==> config.mk <==
export PLATFORM = sky130hd
export DESIGN_NAME = tlc5615_rx
export DESIGN_NICKNAME = d
export VERILOG_FILES = /design/src/rtl/tlc5615_rx.sv
export SDC_FILE = /design/constraint.sdc
export NUM_CORES = 1
export LEC_CHECK = 0
export ABC_AREA = 1
export CORE_UTILIZATION = 59
export CTS_BUF_LIST = sky130_fd_sc_hd__clkbuf_8 sky130_fd_sc_hd__clkbuf_16
export CTS_CLUSTER_DIAMETER = 60
export DETAILED_ROUTE_END_ITERATION = 12
export PLACE_DENSITY = 0.87
export SLEW_MARGIN = 20
export SYNTH_ARGS = -nofsm -noshare
export SYNTH_HDL_FRONTEND = slang
export SYNTH_SLANG_ARGS = --single-unit
==> constraint.sdc <==
create_clock -name clk -period 4.28 [get_ports clk]
set_input_delay 0.642 -clock clk [delete_from_list [all_inputs] [get_ports clk]]
set_output_delay 0.642 -clock clk [all_outputs]
set_load 0.02 [all_outputs]
==> src/rtl/tlc5615_rx.sv <==
// tlc5615_rx: oversampling receiver for the 3-wire DAC link (cs/sclk/din).
// Rebuilds 12- or 16-bit frames and delivers the 10-bit code word with a
// one-cycle valid strobe; malformed frames produce a one-cycle error strobe.
//
// state  | meaning
// ARM    | after reset: flush synchronisers, then wait for cs high
// IDLE   | link idle, waiting for cs falling edge
// SHIFT  | frame open, shifting din on each sclk rise until cs rises
module tlc5615_rx #(
    parameter int SYNC_STAGES = 2,
    parameter int FRAME_CNT_W = 16
) (
    input  logic                   clk,
    input  logic                   reset_n,
    input  logic                   cs,
    input  logic                   sclk,
    input  logic                   din,
    output logic [9:0]             dac_code,
    output logic                   code_valid,
    output logic                   frame_err,
    output logic [FRAME_CNT_W-1:0] frame_cnt
);

    typedef enum logic [1:0] {
        ST_ARM   = 2'd0,
        ST_IDLE  = 2'd1,
        ST_SHIFT = 2'd2
    } state_t;

    // The reset values of the synchronisers are not real link samples, so ARM
    // waits until every sync and history stage has been refilled from the pins.
    localparam logic [2:0] ARM_LOAD = 3'(SYNC_STAGES + 1);

    logic [SYNC_STAGES-1:0] cs_sync_q, cs_sync_d;
    logic [SYNC_STAGES-1:0] sclk_sync_q, sclk_sync_d;
    logic [SYNC_STAGES-1:0] din_sync_q, din_sync_d;
    logic                   cs_hist_q, cs_hist_d;
    logic                   sclk_hist_q, sclk_hist_d;

    state_t                 state_q, state_d;
    logic [2:0]             arm_cnt_q, arm_cnt_d;
    logic [15:0]            shift_q, shift_d;
    logic [4:0]             bit_cnt_q, bit_cnt_d;
    logic [9:0]             dac_code_q, dac_code_d;
    logic                   code_valid_q, code_valid_d;
    logic                   frame_err_q, frame_err_d;
    logic [FRAME_CNT_W-1:0] frame_cnt_q, frame_cnt_d;

    logic cs_s, sclk_s, din_s;
    logic cs_fall, cs_rise, sclk_rise;

    assign cs_s      = cs_sync_q[SYNC_STAGES-1];
    assign sclk_s    = sclk_sync_q[SYNC_STAGES-1];
    assign din_s     = din_sync_q[SYNC_STAGES-1];
    assign cs_fall   = cs_hist_q & ~cs_s;
    assign cs_rise   = ~cs_hist_q & cs_s;
    assign sclk_rise = ~sclk_hist_q & sclk_s;

    // Synchroniser shift, edge history and frame FSM next-state logic.
    always_comb begin
        cs_sync_d    = {cs_sync_q[SYNC_STAGES-2:0], cs};
        sclk_sync_d  = {sclk_sync_q[SYNC_STAGES-2:0], sclk};
        din_sync_d   = {din_sync_q[SYNC_STAGES-2:0], din};
        cs_hist_d    = cs_s;
        sclk_hist_d  = sclk_s;
        state_d      = state_q;
        arm_cnt_d    = arm_cnt_q;
        shift_d      = shift_q;
        bit_cnt_d    = bit_cnt_q;
        dac_code_d   = dac_code_q;
        frame_cnt_d  = frame_cnt_q;
        code_valid_d = 1'b0;
        frame_err_d  = 1'b0;

        case (state_q)
            ST_ARM: begin
                if (arm_cnt_q != 3'd0) begin
                    arm_cnt_d = arm_cnt_q - 3'd1;
                end else if (cs_s) begin
                    state_d = ST_IDLE;
                end
            end
            ST_IDLE: begin
                // An sclk rise coinciding with the cs fall is deliberately dropped.
                if (cs_fall) begin
                    shift_d   = 16'd0;
                    bit_cnt_d = 5'd0;
                    state_d   = ST_SHIFT;
                end
            end
            ST_SHIFT: begin
                // cs rise wins over a coincident sclk rise: the frame closes first.
                if (cs_rise) begin
                    state_d = ST_IDLE;
                    if (bit_cnt_q == 5'd12 || bit_cnt_q == 5'd16) begin
                        dac_code_d   = shift_q[11:2];
                        code_valid_d = 1'b1;
                        frame_cnt_d  = frame_cnt_q + FRAME_CNT_W'(1);
                    end else begin
                        frame_err_d = 1'b1;
                    end
                end else if (sclk_rise && !cs_s) begin
                    shift_d = {shift_q[14:0], din_s};
                    if (bit_cnt_q != 5'd31) begin
                        bit_cnt_d = bit_cnt_q + 5'd1;
                    end
                end
            end
            default: begin
                state_d = ST_ARM;
            end
        endcase
    end

    // State and datapath registers.
    always_ff @(posedge clk or negedge reset_n) begin
        if (!reset_n) begin
            cs_sync_q    <= '1;
            sclk_sync_q  <= '0;
            din_sync_q   <= '0;
            cs_hist_q    <= 1'b1;
            sclk_hist_q  <= 1'b0;
            state_q      <= ST_ARM;
            arm_cnt_q    <= ARM_LOAD;
            shift_q      <= 16'd0;
            bit_cnt_q    <= 5'd0;
            dac_code_q   <= 10'd0;
            code_valid_q <= 1'b0;
            frame_err_q  <= 1'b0;
            frame_cnt_q  <= '0;
        end else begin
            cs_sync_q    <= cs_sync_d;
            sclk_sync_q  <= sclk_sync_d;
            din_sync_q   <= din_sync_d;
            cs_hist_q    <= cs_hist_d;
            sclk_hist_q  <= sclk_hist_d;
            state_q      <= state_d;
            arm_cnt_q    <= arm_cnt_d;
            shift_q      <= shift_d;
            bit_cnt_q    <= bit_cnt_d;
            dac_code_q   <= dac_code_d;
            code_valid_q <= code_valid_d;
            frame_err_q  <= frame_err_d;
            frame_cnt_q  <= frame_cnt_d;
        end
    end

    assign dac_code   = dac_code_q;
    assign code_valid = code_valid_q;
    assign frame_err  = frame_err_q;
    assign frame_cnt  = frame_cnt_q;

endmodule
# [Word-level counts from Yosys, hierarchy flattened]
# Cells that the tools add are included.
[word_totals] register_bits=58 latch_bits=0 ramBits=0 mem_bits_ro=0 out_inout_bits=28 word_cells=65 mem_count=0
[op_classes] n_addsub=3 n_mul=0 div_mod_pow=0 order_cmp=0 eq_ne=12 shift=0 muxes=20 n_bitwise=6 n_reduce_logical=11
[ops] operator="two-way mux 12 bit" n=3
[ops] operator="one-hot mux 12 bit (2 select lines)" n=1
[ops] operator="two-way mux 5 bit" n=4
[ops] operator="adder 16 x 1 -> 16 bit, second input constant" n=1
[ops] operator="inequality test 2 bit, second input constant" n=7
[ops] operator="one-hot mux 5 bit (2 select lines)" n=1
[ops] operator="two-way mux 2 bit" n=4
[ops] operator="AND reduction 4 bit" n=2
[ops] operator="two-way mux 1 bit" n=6
[ops] operator="one-hot mux 2 bit (3 select lines)" n=1
[ops] operator="adder 5 x 1 -> 5 bit, second input constant" n=1
[ops] operator="== test 5 x 4 -> 1 bit, second input constant" n=1
[ops] operator="== test 5 bit, second input constant" n=1
[ops] operator="inequality test 5 bit, second input constant" n=1
[ops] operator="AND reduction 5 bit" n=1
[ops] operator="AND 1 bit" n=3
[ops] operator="NOT 1 bit" n=3
[ops] operator="AND reduction 3 bit" n=1
[ops] operator="nonzero test 3 bit" n=1
[ops] operator="subtractor 3 x 1 -> 3 bit, second input constant" n=1
[ops] operator="== test 2 x 1 -> 1 bit, second input constant" n=1
[ops] operator="== test 2 bit, second input constant" n=1
[ops] operator="zero test 2 bit" n=1
[ops] operator="AND reduction 2 bit" n=1
[ops] operator="4 further kinds" n=4

# [Longest topological paths before layout]
# Gate-level depths: netlist of the first run.
[depth] word_depth=6 mapped_depth=11

# [Worst setup path before layout of the first run]
# OpenSTA, ideal clock, no wires.
[synth_timing] path_kind="register to register" start="register frame_cnt_q[1], in the netlist frame_cnt[1]" end="register frame_cnt_q[14], in the netlist frame_cnt[14]" arrival_ns=1.277 t_required_ns=4.163 path_slack_ns=2.885 stages_incl_launch_ff=9 n_path_buf=0 synth_period_minus_slack_ns=1.395 path_cell_list="dfrtp_1 > ha_1 > nand3_1 > nor2_1 > nand2_1 > nor2_1 > nand2_1 > nand2_1 > nand2_1"
[synth_between] elab_chain_len=1
[synth_rtl] item="from (decl)" line_no="47" rtl="logic [FRAME_CNT_W-1:0] frame_cnt_q, frame_cnt_d;"
[synth_rtl] item="from (signal assigned)" line_no="144" rtl="frame_cnt_q <= frame_cnt_d;"
[synth_rtl] item="adder 16 x 1 -> 16 bit" line_no="98" rtl="frame_cnt_d = frame_cnt_q + FRAME_CNT_W'(1);"
# Every way passes these cells.
# A chain may end at the register's enable or synchronous reset.

# [Worst setup path in the final report of the first run]
[layout_timing] start="register frame_cnt_q[8], in the netlist frame_cnt[8]" end="output port frame_cnt[8]"
[layout_lines] item="to (decl)" line_no="21" rtl="output logic [FRAME_CNT_W-1:0] frame_cnt"
# No word-level cell between the ends.

==> results.sh, run 1 <==
export IMPL_status="complete, no violations"
export IMPL_holdBufCountCts=0
export IMPL_insertedDiodeCount=0
export IMPL_fin_crit_ns=2.05
export IMPL_grtUsageTotal_pct=24.5
export IMPL_drv_slew=0
export IMPL_critPathMaxFanout=5
export IMPL_synthXorXnorAreaFrac_pct=2.32
export IMPL_grt_setup_unrepaired="false"
export IMPL_cts_made_buffers=9
export IMPL_p_leak_nw=1.50
export IMPL_cp_required_ns=3.64
export IMPL_post_cts_setup_buffers=0
export IMPL_wl_um=4880
export IMPL_setup_viol=0
export IMPL_die_area_sq_um=4750
export IMPL_grt_max_degree=59
export IMPL_yosysUniqueCellTypes=23
export IMPL_finalPower_mw=1.26
export IMPL_path_delay_family="buffers and inverters"
export IMPL_relSlewSlack_pct=52.2
export IMPL_worst_pin_slew_ns=0.716
export IMPL_post_route_drc_count=0
export IMPL_drv_cap=0
export IMPL_cts_tree="yes"
export IMPL_max_vdd_ir_drop_uv=381
export IMPL_wl_per_cell_um=12.1
export IMPL_cts_root_buf="clkbuf_8"
export IMPL_vias=2057
export IMPL_synth_compound_area_share_pct=5.35
export IMPL_fp_coreArea_sq_um=4140
export IMPL_tns_ns=0
export IMPL_hold_class="reg -> reg"
export IMPL_critPathKind="reg -> out"
export IMPL_clock_latency_ns=0.34
export IMPL_synth_fa_ha_area_share_pct=2.84
export IMPL_hpwl_um=3180
export IMPL_synthesis_area_sq_um=2640
export IMPL_crit_chain="clkdlybuf4s50_1"
export IMPL_critPathMaxStageDelay_ns=0.66
export IMPL_max_freq_ghz=0.488
export IMPL_ctsResizeCount=0
export IMPL_synth_warnings=0
export IMPL_dr_pass1_iters=5
export IMPL_cts_path_max_buffers=2
export IMPL_synthSimpleGateAreaFrac_pct=27.4
export IMPL_clk_pin_slew_ns=0.06
export IMPL_syn_to_final_growth_pct=19.6
export IMPL_htreeDepth=3
export IMPL_syn_nets=323
export IMPL_overflow=0
export IMPL_critPathSlowestCell="clkdlybuf4s50_1"
export IMPL_endpoint_kind="primary output"
export IMPL_initial_utilization_pct=63.7
export IMPL_nFillCells=307
export IMPL_grt_pass1_wl_um=8070
export IMPL_power_density_nw_per_um2=399
export IMPL_antenna_found_initial=0
export IMPL_grt_pass1_vias=1842
export IMPL_fin_nets=360
export IMPL_portBuffers=32
export IMPL_via_per_inst=5.09
export IMPL_ios=33
export IMPL_die_height_um=68.9
export IMPL_holdWs_ns=0.344
export IMPL_drive_above_1_share_pct=8.47
export IMPL_drtAntennaViolNets=0
export IMPL_finalCritPeriodShare_pct=47.9
export IMPL_drtIter0Drc=121
export IMPL_clock_sinks=58
export IMPL_final_hold_viol_count=0
export IMPL_postSynthCellCount=312
export IMPL_cp_start_kind="flop"
export IMPL_ys_seq_area_share_pct=55.2
export IMPL_ys_ff_latch=58
export IMPL_final_util_pct=76.2
export IMPL_die_w_um=68.9
export IMPL_critPathArrivalTime_ns=1.41
export IMPL_fin_worst_skew_ns=0.00561
export IMPL_rows=23
export IMPL_path_buf_inv=1
export IMPL_synth_avg_cell_area_sq_um=8.47
export IMPL_synthMuxAreaShare_pct=0
export IMPL_synth_top_family_by_area="simple AND/OR/NAND/NOR gates"
export IMPL_place_congestion=0.833
-- Yosys cell counts --
library cell / count / area share [%]
nand2_1: 129 / 18
dfrtp_1: 53 / 50
inv_1: 25 / 3.6
nor2_1: 23 / 3.3
o21ai_1: 17 / 3.2
nand3_1: 11 / 2.1
o21ai_0: 10 / 1.9
ha_1: 6 / 2.8
buf_6: 5 / 2.1
dfstp_2: 5 / 5.0
nand3b_1: 5 / 1.4
xor2_1: 5 / 1.7
nand2_2: 4 / 0.95
buf_2: 2 / 0.38
inv_2: 2 / 0.28
nand4_1: 2 / 0.47
xnor2_1: 2 / 0.66
inv_4: 1 / 0.24
inv_6: 1 / 0.33
nand2_4: 1 / 0.43
nor2_2: 1 / 0.24
nor3_1: 1 / 0.19
o22ai_1: 1 / 0.24
-- through the flow --
| step | std cells | cell area (sq um) | setup slack (ns) |
|---|---|---|---|
| 6_report | 404 | 3160 | 2.23 |
| 4_1_cts | 404 | 3160 | 2.22 |
| 5_1_grt | 404 | 3160 | 2.18 |
| 3_5_place_dp | 388 | 2960 | 2.59 |
| 2_1_floorplan | 312 | 2640 | 2.89 |
| 3_3_place_gp | 388 | 2960 | 2.60 |
-- metal layers --
| metal | up-vias | track usage, % | wire length (um) |
|---|---|---|---|
| met4 | 0 | 10.2 | 89 |
| met2 | 45 | 37.9 | 2330 |
| met3 | 9 | 9.38 | 196 |
| met1 | 953 | 30.6 | 2260 |
| met5 | - | 0 | 0 |
| li1 | 1050 | - | - |
-- cell families (layout without fill, tap and decap cells) --
| logic type | count (synthesis) | count (layout) |
|---|---|---|
| flops | 58 | 58 |
| xor+xnor | 7 | 7 |
| compound gates | 28 | 28 |
| buf+inv | 36 | 78 |
| simple gates | 177 | 177 |
| fa+ha+maj | 6 | 6 |
-- where the power goes --
part           switching (mW)  leakage, nW  total [mW]  internal, mW
clock network           0.202        0.113       0.495         0.293
logic                   0.128        0.614       0.170        0.0421
registers              0.0194        0.777       0.594         0.575
-- final timing paths --
| kind | endpoint | from | slack (ns) | cells after the start |
|---|---|---|---|---|
| setup reg to reg | frame_cnt[13] | cs_sync_q[1] | 2.62 | 9 |
| hold / removal | sclk_sync_q[1] | sclk_sync_q[0] | 0.34 | 0 |
| max in group asynchronous | sclk_hist_q | reset_n | 3.36 | 2 |
| min in group asynchronous | shift_q[10] | reset_n | 0.44 | 2 |
| setup / recovery | frame_cnt[8] | frame_cnt[8] | 2.23 | 1 |
| hold reg to reg | sclk_sync_q[1] | sclk_sync_q[0] | 0.34 | 0 |
-- final cells by class --
| cell class | count | area, sq um | share of cell area, % |
|---|---|---|---|
| sequential | 58 | 1460 | 46.2 |
| multi-input combinational | 218 | 1000 | 31.7 |
| timing repair buffer | 33 | 323 | 10.2 |
| clock buffer | 11 | 151 | 4.79 |
| inverter | 29 | 116 | 3.68 |
| tap | 50 | 62.6 | 1.98 |
| clock inverter | 5 | 46.3 | 1.47 |
-- registers in the layout (all words and copies together), names as in the netlist --
register     count
sclk_hist_q      1
code_valid       1
arm_cnt_q        3
shift_q         12
cs_sync_q        2
bit_cnt_q        5
dac_code        10
frame_cnt       16
sclk_sync_q      2
state_q          2
frame_err        1
cs_hist_q        1
din_sync_q       2
-- placed cells by master, fill, tap and decap left out --
master | netlist | layout
nand3b_1 | 5 | 5
o21ai_0 | 10 | 10
bufinv_16 | 0 | 1
inv_1 | 25 | 28
dfrtp_1 | 53 | 53
nand4_1 | 2 | 2
o22ai_1 | 1 | 1
nand2_2 | 4 | 4
buf_4 | 0 | 1
xor2_1 | 5 | 5
o21ai_1 | 17 | 17
nand2_1 | 129 | 129
nor3_1 | 1 | 1
buf_2 | 2 | 1
clkbuf_8 | 0 | 11
nand3_1 | 11 | 11
clkdlybuf4s50_1 | 0 | 31
nor2_1 | 23 | 23
inv_2 | 2 | 2
inv_6 | 1 | 1
clkinv_2 | 0 | 1
ha_1 | 6 | 6
dfstp_2 | 5 | 5
inv_4 | 1 | 1
nor2_2 | 1 | 1
xnor2_1 | 2 | 2
nand2_4 | 1 | 1
(Power assumes the default switching activity.)
==> run 2: changes to the inputs <==
--- a/config.mk
+++ b/config.mk
@@ -6,11 +6,11 @@
 export NUM_CORES = 1
 export LEC_CHECK = 0
 export ABC_AREA = 1
-export CORE_UTILIZATION = 59
+export CORE_UTILIZATION = 49
 export CTS_BUF_LIST = sky130_fd_sc_hd__clkbuf_8 sky130_fd_sc_hd__clkbuf_16
 export CTS_CLUSTER_DIAMETER = 60
 export DETAILED_ROUTE_END_ITERATION = 12
-export PLACE_DENSITY = 0.87
+export PLACE_DENSITY = 0.78
 export SLEW_MARGIN = 20
 export SYNTH_ARGS = -nofsm -noshare
 export SYNTH_HDL_FRONTEND = slang
==> constraint.sdc (replaced) <==
create_clock -name clk -period 1.7 [get_ports clk]
set_input_delay 0.255 -clock clk [delete_from_list [all_inputs] [get_ports clk]]
set_output_delay 0.255 -clock clk [all_outputs]
set_load 0.02 [all_outputs]
==> run 2 against run 1 <==
  * First-iteration DRC count grew 4.1%
  * Global-route usage shrank 4.5 points
  * Via count grew 3.1%
  * Cell area grew 4.5%
  * Highest routed layer unchanged
==> results.sh, run 2 (synthesized netlist as in run 1, its figures left out) <==
export IMPL_status="complete, no violations"
export IMPL_critPathArrivalTime_ns=1.39
export IMPL_final_cell_mix="nand2_1 (129), dfrtp_1 (53), inv_1 (25)"
export IMPL_post_route_drc_count=0
export IMPL_combPwrFrac_pct=14.8
export IMPL_sw_frac_of_total_pct=29.0
export IMPL_endpoint_kind="primary output"
export IMPL_wl_per_cell_um=11.7
export IMPL_final_hold_viol_count=0
export IMPL_fin_crit_ns=1.65
export IMPL_dpl_instance_area_sq_um=3020
export IMPL_p_switching_mw=0.951
export IMPL_power_density_nw_per_um2=992
export IMPL_critPathMaxFanout=5
export IMPL_overflow=0
export IMPL_cts_root_buf="clkbuf_8"
export IMPL_critPathSlowestCell="clkdlybuf4s50_1"
export IMPL_cts_made_buffers=9
export IMPL_fin_area_sq_um=3300
export IMPL_syn_to_final_growth_pct=24.9
export IMPL_grtUsageTotal_pct=19.9
export IMPL_drtIter0Drc=126
export IMPL_largest_register_ffs=16
export IMPL_clock_sinks=58
export IMPL_met3_usage_pct=5.95
export IMPL_grt_max_degree=32
export IMPL_internal_power_mw=2.32
export IMPL_grt_pass1_wl_um=8310
export IMPL_cts_path_max_buffers=2
export IMPL_met1_usage_pct=25.5
export IMPL_via_per_inst=4.92
export IMPL_seq_power_share_pct=45.7
export IMPL_cp_required_ns=1.44
export IMPL_die_area_sq_um=5690
export IMPL_max_freq_ghz=0.607
export IMPL_drv_cap=0
export IMPL_insertedDiodeCount=0
export IMPL_pwr_share_clk_pct=39.6
export IMPL_seq_area_sq_um=1460
export IMPL_portBuffers=32
export IMPL_drv_slew=0
export IMPL_nFillCells=449
export IMPL_tns_ns=0
export IMPL_path_buf_inv=1
export IMPL_place_congestion=0.789
export IMPL_path_delay_family="buffers and inverters"
export IMPL_fp_coreArea_sq_um=5140
export IMPL_dp_slack_ns=0.0841
export IMPL_wl_um=5030
export IMPL_dr_pass1_iters=5
export IMPL_vias=2120
export IMPL_max_vdd_ir_drop_uv=790
export IMPL_initial_utilization_pct=51.4
export IMPL_crit_chain="clkdlybuf4s50_1"
export IMPL_fin_worst_skew_ns=0.00906
export IMPL_holdWs_ns=0.320
export IMPL_critPathKind="reg -> out"
export IMPL_final_util_pct=64.2
export IMPL_cts_tree="yes"
export IMPL_clock_latency_ns=0.34
export IMPL_hold_class="in -> reg"
export IMPL_cp_start_kind="flop"
export IMPL_relSlewSlack_pct=69.4
export IMPL_rows=26
export IMPL_setup_viol=0
export IMPL_drtAntennaViolNets=0
export IMPL_hpwl_um=3390
export IMPL_layout_commonest_cell="nand2_1"
export IMPL_fin_nets=367
export IMPL_multi_input_area_sq_um=1010
export IMPL_htreeDepth=3
export IMPL_grt_pass1_vias=1912
export IMPL_drive_above_1_share_pct=10.8
export IMPL_finalCritPeriodShare_pct=96.9
export IMPL_grt_util_met2_pct=31.1
export IMPL_antenna_found_initial=0
export IMPL_worst_pin_slew_ns=0.458
export IMPL_p_leak_nw=1.68
export IMPL_die_w_um=75.4
export IMPL_setup_ws_ns=0.0530
export IMPL_critPathMaxStageDelay_ns=0.63
export IMPL_ios=33
export IMPL_clk_pin_slew_ns=0.07
export IMPL_die_height_um=75.4
export IMPL_busiest_layer="met2"
==> run 2: cell types whose count changed in the layout (fill, tap and decap cells not counted) <==
| cell | before | now |
|---|---|---|
| buf_12 | 0 | 2 |
| buf_4 | 1 | 5 |
| clkdlybuf4s50_1 | 31 | 24 |
| clkinv_2 | 1 | 3 |
| clkinv_8 | 0 | 1 |
| clkinvlp_4 | 0 | 1 |
| dlygate4sd3_1 | 0 | 1 |
| dlymetal6s2s_1 | 0 | 7 |
| inv_1 | 28 | 25 |
| inv_6 | 1 | 0 |
| nand2_2 | 4 | 3 |
| nand2_4 | 1 | 2 |
==> run 2: final timing paths <==
check | startpoint | slack (ns) | endpoint | cells past startpoint
setup / recovery | frame_cnt[7] | 0.05 | frame_cnt[7] | 1
hold / removal | cs | 0.32 | cs_sync_q[0] | 1
setup reg to reg | bit_cnt_q[1] | 0.09 | bit_cnt_q[3] | 11
hold reg to reg | din_sync_q[0] | 0.35 | din_sync_q[1] | 0
max in group asynchronous | reset_n | 0.72 | cs_sync_q[1] | 3
min in group asynchronous | reset_n | 0.40 | frame_cnt[6] | 2
==> run 2: power by group through the flow <==
stage	clock network (mW)	logic, mW	registers (mW)
6_report	1.30	0.483	1.50
4_1_cts	1.31	0.468	1.49
3_5_place_dp	0	0.464	1.52
2_1_floorplan	0	0.381	1.51
5_1_grt	1.37	0.552	1.51
3_3_place_gp	0	0.446	1.51
==> run 2: repair_timing <==
| action | 4_1_cts | 5_1_grt |
|---|---|---|
| hold buffers | 1 | 0 |
| gates resized for setup | 0 | 10 |
| endpoints found under the setup margin | 0 | 16 |
| setup buffers | 0 | 3 |
| hold endpoints to repair | 14 | 0 |
==> run 2: final cells by class <==
cell class,instances,area share (%)
Multi-Input combinational cell,218,30.5
Sequential cell,58,44.2
Timing Repair Buffer,40,12.7
Clock inverter,5,1.59
Clock buffer,11,4.59
Tap cell,70,2.65
Inverter,29,3.75
==> run 2: routing by layer <==
metal / share of wire, % / up-vias
li1: - / 1057
met1: 46 / 1016
met2: 48 / 37
met3: 3.6 / 10
met4: 1.9 / 0
met5: 0 / -
==> run 2: metrics by stage <==
stage	total power [mW]	cells
after global placement	1.96	411
after detailed placement	1.98	411
final	3.27	431
after global routing	3.43	431
after floorplan	1.89	312
after CTS	3.27	428
==> run 3: changes to the inputs <==
--- a/config.mk
+++ b/config.mk
@@ -6,10 +6,12 @@
 export NUM_CORES = 1
 export LEC_CHECK = 0
 export ABC_AREA = 1
+export CORE_MARGIN = 5
 export CORE_UTILIZATION = 49
 export CTS_BUF_LIST = sky130_fd_sc_hd__clkbuf_8 sky130_fd_sc_hd__clkbuf_16
 export CTS_CLUSTER_DIAMETER = 60
 export DETAILED_ROUTE_END_ITERATION = 12
+export MAX_ROUTING_LAYER = met4
 export PLACE_DENSITY = 0.78
 export SLEW_MARGIN = 20
 export SYNTH_ARGS = -nofsm -noshare
==> run 3 against run 2 <==
  * Cell area down 0.87%
  * Non-clock buffer count down 4
  * Hold slack better by 0.026 ns
  * Clock skew grew 0.0017 ns
  * Largest cell class unchanged
==> results.sh, run 3 (synthesized netlist as in run 1, its figures left out) <==
export IMPL_path_buf_inv=1
export IMPL_clock_sinks=58
export IMPL_cp_start_kind="flop"
export IMPL_setup_ws_ns=0.0469
export IMPL_final_hold_viol_count=0
export IMPL_crit_chain="clkdlybuf4s50_1"
export IMPL_combPwrFrac_pct=13.5
export IMPL_via_per_inst=4.76
export IMPL_critPathMaxStageDelay_ns=0.64
export IMPL_path_depth=1
export IMPL_power_density_nw_per_um2=1050
export IMPL_grt_max_degree=44
export IMPL_initial_utilization_pct=51.1
export IMPL_htreeDepth=3
export IMPL_setup_viol=0
export IMPL_layout_commonest_cell="nand2_1"
export IMPL_largest_register_ffs=16
export IMPL_worst_pin_slew_ns=0.399
export IMPL_seq_power_share_pct=43.4
export IMPL_syn_to_final_growth_pct=23.8
export IMPL_fin_crit_ns=1.65
export IMPL_clock_latency_ns=0.33
export IMPL_critPathSlowestCell="clkdlybuf4s50_1"
export IMPL_drv_slew=0
export IMPL_drtAntennaViolNets=0
export IMPL_max_vdd_ir_drop_uv=557
export IMPL_endpoint_kind="primary output"
export IMPL_fin_area_sq_um=3270
export IMPL_rows=26
export IMPL_drv_cap=0
export IMPL_cp_required_ns=1.44
export IMPL_vias=2033
export IMPL_holdPathStages=0
export IMPL_hpwl_um=3370
export IMPL_critPathKind="reg -> out"
export IMPL_drtIter0Drc=90
export IMPL_place_congestion=0.818
export IMPL_cts_path_max_buffers=2
export IMPL_p_leak_nw=1.62
export IMPL_p_switching_mw=0.909
export IMPL_hold_class="reg -> reg"
export IMPL_relSlewSlack_pct=73.3
export IMPL_status="complete, no violations"
export IMPL_max_freq_ghz=0.605
export IMPL_wl_per_cell_um=11.5
export IMPL_drive_above_1_share_pct=9.52
export IMPL_dpl_instance_area_sq_um=3010
export IMPL_reg2reg_depth=9
export IMPL_critPathMaxFanout=5
export IMPL_clk_pin_slew_ns=0.06
export IMPL_grt_pass1_wl_um=8930
export IMPL_die_height_um=83.4
export IMPL_die_w_um=83.4
export IMPL_wl_um=4920
export IMPL_fin_nets=363
export IMPL_pwr_share_clk_pct=43.1
export IMPL_sw_frac_of_total_pct=26.4
export IMPL_die_area_sq_um=6960
export IMPL_antenna_found_initial=0
export IMPL_cts_root_buf="clkbuf_8"
export IMPL_finalPower_mw=3.44
export IMPL_grt_pass1_vias=2059
export IMPL_dp_slack_ns=0.163
export IMPL_fin_worst_skew_ns=0.0108
export IMPL_ios=33
export IMPL_critPathArrivalTime_ns=1.40
export IMPL_overflow=0
export IMPL_cts_tree="yes"
export IMPL_grt_setup_unrepaired="true"
export IMPL_path_delay_family="buffers and inverters"
export IMPL_insertedDiodeCount=0
export IMPL_fp_coreArea_sq_um=5170
export IMPL_final_cell_mix="nand2_1 (129), dfrtp_1 (53), inv_1 (26)"
export IMPL_portBuffers=32
export IMPL_dr_pass1_iters=5
export IMPL_internal_power_mw=2.53
export IMPL_grtUsageTotal_pct=16.4
export IMPL_finalCritPeriodShare_pct=97.2
export IMPL_cts_made_buffers=9
export IMPL_final_util_pct=63.2
export IMPL_post_route_drc_count=0
-- run 3: changes by cell type in the layout (fill, tap and decap cells not counted) --
cell and change:
bufinv_16 +2, clkinvlp_4 -1, clkinv_8 -1, dlygate4sd2_1 +2
clkdlybuf4s50_1 +1, dlymetal6s2s_1 -3, buf_12 -1, inv_1 +1
inv_8 +1, clkbuf_8 -2, buf_4 -3
-- run 3: area by class of cell --
cell class              count  area (sq um)
fillers                   432          1900
flip-flops and latches     58          1460
multi-input cells         218          1010
repair buffers             36           368
clock buffers               9           124
inverters                  29           119
clock inverters             7           109
well taps                  70          87.6
-- run 3: power by group through the flow --
| stage | registers [mW] | logic [mW] | clock network, mW |
|---|---|---|---|
| after CTS | 1.49 | 0.456 | 1.52 |
| after global routing | 1.50 | 0.539 | 1.58 |
| after floorplan | 1.51 | 0.381 | 0 |
| after detailed placement | 1.52 | 0.452 | 0 |
| final | 1.50 | 0.464 | 1.48 |
| after global placement | 1.52 | 0.442 | 0 |
-- run 3: per-layer routing --
metal	vias up	part of all wire [%]	wire length [um]	global-route usage (%)
li1	1049	-	-	-
met1	930	46	2270	18.4
met2	42	47	2320	26.5
met3	12	4.3	214	4.55
met4	0	2.4	119	9.06
met5	-	0	0	-
-- run 3: timing repair --
action,CTS,global route
hold endpoints to repair,15,0
hold buffers,1,0
setup buffers,0,0
pin swaps,0,0
resized for setup,2,6
setup endpoints to repair,2,10
-- run 3: metrics by stage --
stage | hold slack, ns | setup TNS (ns) | cells
after global routing | 0.355 | -0.00384 | 427
after floorplan | -0.0406 | 0 | 312
after global placement | 0.197 | 0 | 410
after CTS | 0.345 | 0 | 427
after detailed placement | 0.198 | 0 | 410
final | 0.347 | 0 | 427
-- run 3: worst paths after layout --
check	startpoint	endpoint	slack, ns
max in group asynchronous	reset_n	cs_hist_q	0.71
min in group asynchronous	reset_n	dac_code[9]	0.37
setup reg to reg	cs_sync_q[1]	frame_cnt[7]	0.18
hold / removal	sclk_sync_q[0]	sclk_sync_q[1]	0.35
setup / recovery	frame_cnt[4]	frame_cnt[4]	0.05
hold reg to reg	sclk_sync_q[0]	sclk_sync_q[1]	0.35
